**src/rtl/jedro_1_imem_arbiter_pkg.sv**
```systemverilog
// Shared types and sizing constants for the instruction-memory arbiter
// that sits between the fetch unit, the LSU and the code ROM.
package jedro_1_imem_arbiter_pkg;

    localparam int IMEM_DATA_WIDTH         = 32;
    localparam int IMEM_SIZE_BYTES         = 4096;
    localparam int IMEM_FETCH_STARVE_LIMIT = 4;

    // Which requester owns the ROM data coming back in the current cycle.
    typedef enum logic [1:0] {
        OWN_NONE  = 2'd0,
        OWN_FETCH = 2'd1,
        OWN_LSU   = 2'd2
    } imem_owner_t;

endpackage

```
**src/rtl/jedro_1_imem_arbiter.sv**
```systemverilog
// Arbitrates the single-port, 1-cycle-latency instruction ROM between fetch and LSU:
// LSU-first fixed priority with a fetch starvation guard, fetch flush, range errors.
module jedro_1_imem_arbiter
    import jedro_1_imem_arbiter_pkg::*;
#(
    parameter int DATA_WIDTH         = IMEM_DATA_WIDTH,
    parameter int MEM_SIZE_BYTES     = IMEM_SIZE_BYTES,
    parameter int FETCH_STARVE_LIMIT = IMEM_FETCH_STARVE_LIMIT
) (
    input  logic                  clk_i,
    input  logic                  rstn_i,
    input  logic                  fetch_req_i,
    input  logic [DATA_WIDTH-1:0] fetch_addr_i,
    input  logic                  fetch_flush_i,
    output logic                  fetch_gnt_o,
    output logic                  fetch_rvalid_o,
    output logic [DATA_WIDTH-1:0] fetch_rdata_o,
    input  logic                  lsu_req_i,
    input  logic [DATA_WIDTH-1:0] lsu_addr_i,
    output logic                  lsu_gnt_o,
    output logic                  lsu_rvalid_o,
    output logic [DATA_WIDTH-1:0] lsu_rdata_o,
    output logic                  lsu_err_o,
    output logic                  mem_en_o,
    output logic [DATA_WIDTH-1:0] mem_addr_o,
    input  logic [DATA_WIDTH-1:0] mem_rdata_i
);

    localparam int CNT_W = $clog2(FETCH_STARVE_LIMIT + 1);
    localparam logic [CNT_W-1:0]      STARVE_MAX = CNT_W'(FETCH_STARVE_LIMIT);
    localparam logic [DATA_WIDTH-1:0] MEM_LIMIT  = DATA_WIDTH'(MEM_SIZE_BYTES);
    localparam logic [DATA_WIDTH-1:0] ALIGN_MASK = {{(DATA_WIDTH-2){1'b1}}, 2'b00};

    imem_owner_t           owner_r;
    imem_owner_t           owner_nxt_s;
    logic                  oor_r;
    logic [CNT_W-1:0]      starve_r;
    logic [CNT_W-1:0]      starve_nxt_s;
    logic [DATA_WIDTH-1:0] mem_addr_r;

    logic                  fetch_wins_s;
    logic                  grant_any_s;
    logic                  grant_oor_s;
    logic [DATA_WIDTH-1:0] grant_addr_s;

    // Grant selection and ROM request; outputs are forced low while reset is asserted.
    always_comb begin
        fetch_wins_s = fetch_req_i && (!lsu_req_i || (starve_r == STARVE_MAX));
        fetch_gnt_o  = rstn_i && fetch_wins_s;
        lsu_gnt_o    = rstn_i && lsu_req_i && !fetch_wins_s;
        grant_any_s  = fetch_gnt_o || lsu_gnt_o;
        if (fetch_gnt_o) begin
            grant_addr_s = fetch_addr_i;
        end else begin
            grant_addr_s = lsu_addr_i;
        end
        grant_oor_s = grant_addr_s >= MEM_LIMIT;
        mem_en_o    = grant_any_s && !grant_oor_s;
        if (mem_en_o) begin
            mem_addr_o = grant_addr_s & ALIGN_MASK;
        end else begin
            mem_addr_o = mem_addr_r;
        end
    end

    // Next owner of the response phase and next starvation count.
    always_comb begin
        if (fetch_gnt_o) begin
            owner_nxt_s = OWN_FETCH;
        end else if (lsu_gnt_o) begin
            owner_nxt_s = OWN_LSU;
        end else begin
            owner_nxt_s = OWN_NONE;
        end
        if (fetch_req_i && !fetch_gnt_o) begin
            if (starve_r == STARVE_MAX) begin
                starve_nxt_s = starve_r;
            end else begin
                starve_nxt_s = starve_r + CNT_W'(1);
            end
        end else begin
            starve_nxt_s = '0;
        end
    end

    // Response steering; a flush only kills the fetch response being returned right now,
    // so a fetch granted in the flush cycle still completes.
    always_comb begin
        fetch_rvalid_o = 1'b0;
        fetch_rdata_o  = '0;
        lsu_rvalid_o   = 1'b0;
        lsu_rdata_o    = '0;
        lsu_err_o      = 1'b0;
        case (owner_r)
            OWN_FETCH: begin
                fetch_rvalid_o = !fetch_flush_i;
                if (!fetch_flush_i && !oor_r) begin
                    fetch_rdata_o = mem_rdata_i;
                end else begin
                    fetch_rdata_o = '0;
                end
            end
            OWN_LSU: begin
                lsu_rvalid_o = 1'b1;
                lsu_err_o    = oor_r;
                if (oor_r) begin
                    lsu_rdata_o = '0;
                end else begin
                    lsu_rdata_o = mem_rdata_i;
                end
            end
            default: begin
                fetch_rvalid_o = 1'b0;
                lsu_rvalid_o   = 1'b0;
            end
        endcase
    end

    // Owner FSM, range flag, starvation counter and held ROM address.
    always_ff @(posedge clk_i or negedge rstn_i) begin
        if (!rstn_i) begin
            owner_r    <= OWN_NONE;
            oor_r      <= 1'b0;
            starve_r   <= '0;
            mem_addr_r <= '0;
        end else begin
            owner_r  <= owner_nxt_s;
            oor_r    <= grant_any_s && grant_oor_s;
            starve_r <= starve_nxt_s;
            if (mem_en_o) begin
                mem_addr_r <= mem_addr_o;
            end else begin
                mem_addr_r <= mem_addr_r;
            end
        end
    end

endmodule

```
**config.mk**
```make
export PLATFORM = sky130hd
export DESIGN_NAME = jedro_1_imem_arbiter
export DESIGN_NICKNAME = d
export VERILOG_FILES = /design/src/rtl/jedro_1_imem_arbiter_pkg.sv /design/src/rtl/jedro_1_imem_arbiter.sv
export SDC_FILE = /design/constraint.sdc
export NUM_CORES = 1
export LEC_CHECK = 0
export ABC_AREA = 1
export CORE_ASPECT_RATIO = 2
export CORE_UTILIZATION = 37
export CTS_CLUSTER_DIAMETER = 40
export DETAILED_ROUTE_END_ITERATION = 7
export HOLD_SLACK_MARGIN = 0.12
export PLACE_DENSITY_LB_ADDON = 0.15
export SETUP_SLACK_MARGIN = 0.15
export SLEW_MARGIN = 10
export SYNTH_ARGS = -nofsm -noshare
export SYNTH_HDL_FRONTEND = slang
export SYNTH_SLANG_ARGS = --single-unit
```
**constraint.sdc**
```tcl
create_clock -name clk_i -period 5.1 [get_ports clk_i]
set_clock_uncertainty 0.05 [all_clocks]
set_input_delay 1.53 -clock clk_i [delete_from_list [all_inputs] [get_ports clk_i]]
set_output_delay 1.53 -clock clk_i [all_outputs]
set_load 0.005 [all_outputs]
```
==> summary.txt <==
Status
  • Status: finished clean

Hold path
  • Cell count of the worst hold path: 2
  • HP Start: mem_addr_r[31]
  • Hold EP: mem_addr_r[31]
  • Hold Path Class: register to register

Clocking
  • Worst skew pair latency: 0.28 ns
  • Clk root buf: clkbuf_16
  • CTS Sinks: 38
  • # hold bufs at CTS: 0
  • CTS tree: done
  • H-tree level count: 2
  • Clk slew on worst S/H paths: 0.06 ns
  • TritonCTS buffer count: 5
  • Maximum buffer depth of the clock tree: 2

Placement
  • DP Wirelength: just under 7 mm
  • Inst Count DP: between 700 and 800
  • Placer Congestion: between 0.7 and 0.8
  • I/O Buffers: approximately 200

Global route
  • Vias in the first global route: approximately 3100
  • Initial antenna violation count: 0
  • Largest net degree at the start of global routing: 66
  • First-pass GRT wire length: around 13 mm
  • Total Routing Usage GR: approximately a quarter
  • Gr ovfl total: 0

Setup path
  • Critical path buffer and inverter count: 5
  • Largest delay contributor family on the critical path: buffers and inverters
  • Setup Crit Path Kind: primary input to primary output
  • Reg-to-Reg Start: starve_r[0]
  • Slowest Stage Delay on Critical Path: around 0.43 ns
  • CP Max Fanout: 8
  • R2R setup slack: 2.54 ns
  • Worst path slowest cell: clkdlybuf4s50_1
  • R2r endpoint: mem_addr_r[19]
  • Arr. time, crit path: about 3.4 ns
  • Reg2Reg Depth: 19
  • Crit end category: primary output
  • Crit path required time: about 3.5 ns
  • Critical path's most frequent cell: nand2_1
  • CP Launch Type: primary input
  • Stages on worst setup path: 13
  • Critical path, cell by cell: clkdlybuf4s50_1 -> inv_1 -> nand4_1 -> nand2_1 -> nand2_1 -> nor2_1 -> nand2_1 -> nor2_4 -> nand3_4 -> buf_16 -> nand2_1 -> inv_1 -> clkdlybuf4s50_1

STA
  • Max Fclk: roughly 0.2 GHz
  • Final Hold Fails: 0
  • Unrepaired setup endpoints after global routing: yes
  • Final setup viols: 0
  • Setup TNS: 0 ns
  • Relative slew margins: a little over a quarter
  • Crit share post-route: 97.6%
  • Min Tclk post-route: ~5 ns
  • Final max-slew violation count: 0
  • Worst-Margin Slew: between 1 and 1.5 ns

Synthesis
  • Sequential area share after synthesis: a little over a third
  • Syn_nets: ~530
  • Dominant cells by area after synthesis: dfrtp_1 (36%), nand2_1 (19%), inv_1 (14%)
  • Mapped Cells: 422
  • Share of the synthesized area in the top cell type: a little over a third
  • Post-Syn Area: roughly 2600 µm²
  • Leading area contributor after synthesis: dfrtp_1
  • Post-synth cell types: 23
  • Synth Register Bits: 38
  • Avg Cell Area, Syn: about 6.2 µm²
  • Yosys warns: 0

Cells and area
  • Layout Nets: between 700 and 800
  • Commonest non-fill, non-tap cell in the layout: clkdlybuf4s50_1
  • # fillers: roughly 530
  • Non-filler instance count after layout: 748
  • Share of post-route cells with drive strength above 1: between 10% and 20%
  • Antenna fix cells: 0
  • Most frequent cells in the layout: clkdlybuf4s50_1 (161), nand2_1 (132), inv_1 (101), nor3_1 (64), buf_4 (46)
  • P&R area growth vs syn: 106%

Detailed routing
  • Initial DRC count: 120
  • Remaining DRCs: 0
  • Routed length per instance: 12.4 µm
  • DRT Pass-1 Iters: 4
  • Antenna viol nets, final: 0
  • Routed vias/inst: about 4.7
  • Via count: between 3000 and 4000
  • Total length of routed wires: 9.24 mm

Pwr
  • P_leak: between 3 and 4 nW
  • Max VDD drop: approximately 160 µV
  • Pwr dens: around 180 nW/µm²

Die
  • DIE HEIGHT: roughly 120 µm
  • Die area: roughly 7500 µm²
  • Initial cell density of the core: roughly two fifths
  • Top Ports: about 200
  • Die width: just over 60 µm
  • Row count: between 40 and 50
  • Core area: between 6000 and 7000 µm²

Job
  • Max-Cap Viols: 0
## state kept, by name, indices dropped and copies added (netlist names)
name and cells:
mem_addr_r 32, starve_r 3, owner_r 2, oor_r 1
## final cells by class
type | count | area, µm² | area share (%)
multi-input cells | 256 | 1220 | 22.6
clock inverters | 2 | 60.1 | 1.11
repair buffers | 254 | 2550 | 47.1
clock buffers | 6 | 139 | 2.56
inverters | 102 | 383 | 7.07
flip-flops and latches | 38 | 952 | 17.6
well taps | 90 | 113 | 2.08
## per-stage QoR
| stage | util [%] | cell area (µm²) | power (mW) | setup slack, ns | hold WS [ns] |
|---|---|---|---|---|---|
| finish | 78.7 | 5420 | 0.949 | 0.124 | 0.414 |
| global route | 78.7 | 5420 | 0.992 | -0.0181 | 0.432 |
| CTS | 76.2 | 5250 | 0.949 | -0.0406 | 0.417 |
| detailed placement | 71.9 | 4950 | 0.530 | -0.400 | 0.402 |
| global placement | 71.9 | 4950 | 0.523 | -0.371 | 0.398 |
| floorplan | - | 2630 | 0.403 | 0.656 | 0.381 |
## worst reg2reg max path: stages (launching register included)
cell,delay (ns)
dfrtp_1,0.35
inv_1,0.08
ha_1,0.23
nand2_2,0.15
nand2_4,0.12
nand3_4,0.14
buf_12,0.13
nand2_1,0.05
nand2_1,0.06
nand2_1,0.05
nor2_1,0.10
nand2_1,0.10
nor2_4,0.14
nand3_4,0.14
clkbuf_16,0.19
buf_6,0.12
buf_4,0.12
nand2_2,0.05
buf_4,0.09
inv_1,0.03
## kinds of logic (layout without fill, tap and decap cells)
| family | after synthesis | after routing | synth area share, % |
|---|---|---|---|
| simple gates | 245 | 247 | 41.7 |
| buf+inv | 130 | 364 | 19.6 |
| flops | 38 | 38 | 36.1 |
| compound gates | 5 | 5 | 0.950 |
| fa+ha+maj | 2 | 2 | 0.950 |
| xor+xnor | 2 | 2 | 0.666 |
## report_power, final
part | total (mW) | internal (mW) | switching [mW]
sequential | 0.322 | 0.307 | 0.0156
combinational | 0.216 | 0.127 | 0.0887
clock | 0.411 | 0.293 | 0.117
total | 0.949 | 0.727 | 0.222
## what timing repair did
action | 4_1_cts | 5_1_grt
buffers inserted | 4 | 4
gates resized for setup | 19 | 53
pin swaps | 1 | 10
setup endpoints to repair | 33 | 33
gates cloned | 3 | 2
## metal layers
layer	GRT usage (%)	share of wire, %	vias to the layer above	routed length [µm]
li1	-	-	1746	-
met1	21.3	32	1567	2960
met2	45.2	56	168	5180
met3	6.61	10	13	936
met4	8.75	1.7	0	155
met5	0	0	-	0
## Yosys cell counts
master      n
nor3_1     64
buf_2       7
clkbuf_1   13
xor2_1      1
buf_6       2
nand3_1     2
ha_1        2
nand2_4     1
buf_4       1
nand2_2     1
buf_1       4
nor2_1     13
nand3_2     1
dfrtp_1    38
nor2_2      1
nand4_1    25
nand3_4     1
a21oi_1     5
inv_2       1
xnor2_1     1
inv_1     101
clkbuf_2    1
nand2_1   136
## worst max path at each step
stage | start | end | slack (ns)
after floorplan | fetch_req_i | mem_addr_o[10] | 0.66
after global placement | lsu_req_i | mem_addr_o[11] | -0.37
after detailed placement | lsu_req_i | mem_addr_o[11] | -0.40
after CTS | lsu_req_i | mem_addr_o[7] | -0.04
after global routing | fetch_addr_i[18] | mem_addr_o[31] | -0.02
final | fetch_addr_i[18] | mem_addr_o[31] | 0.12
(Power assumes the default switching activity.)
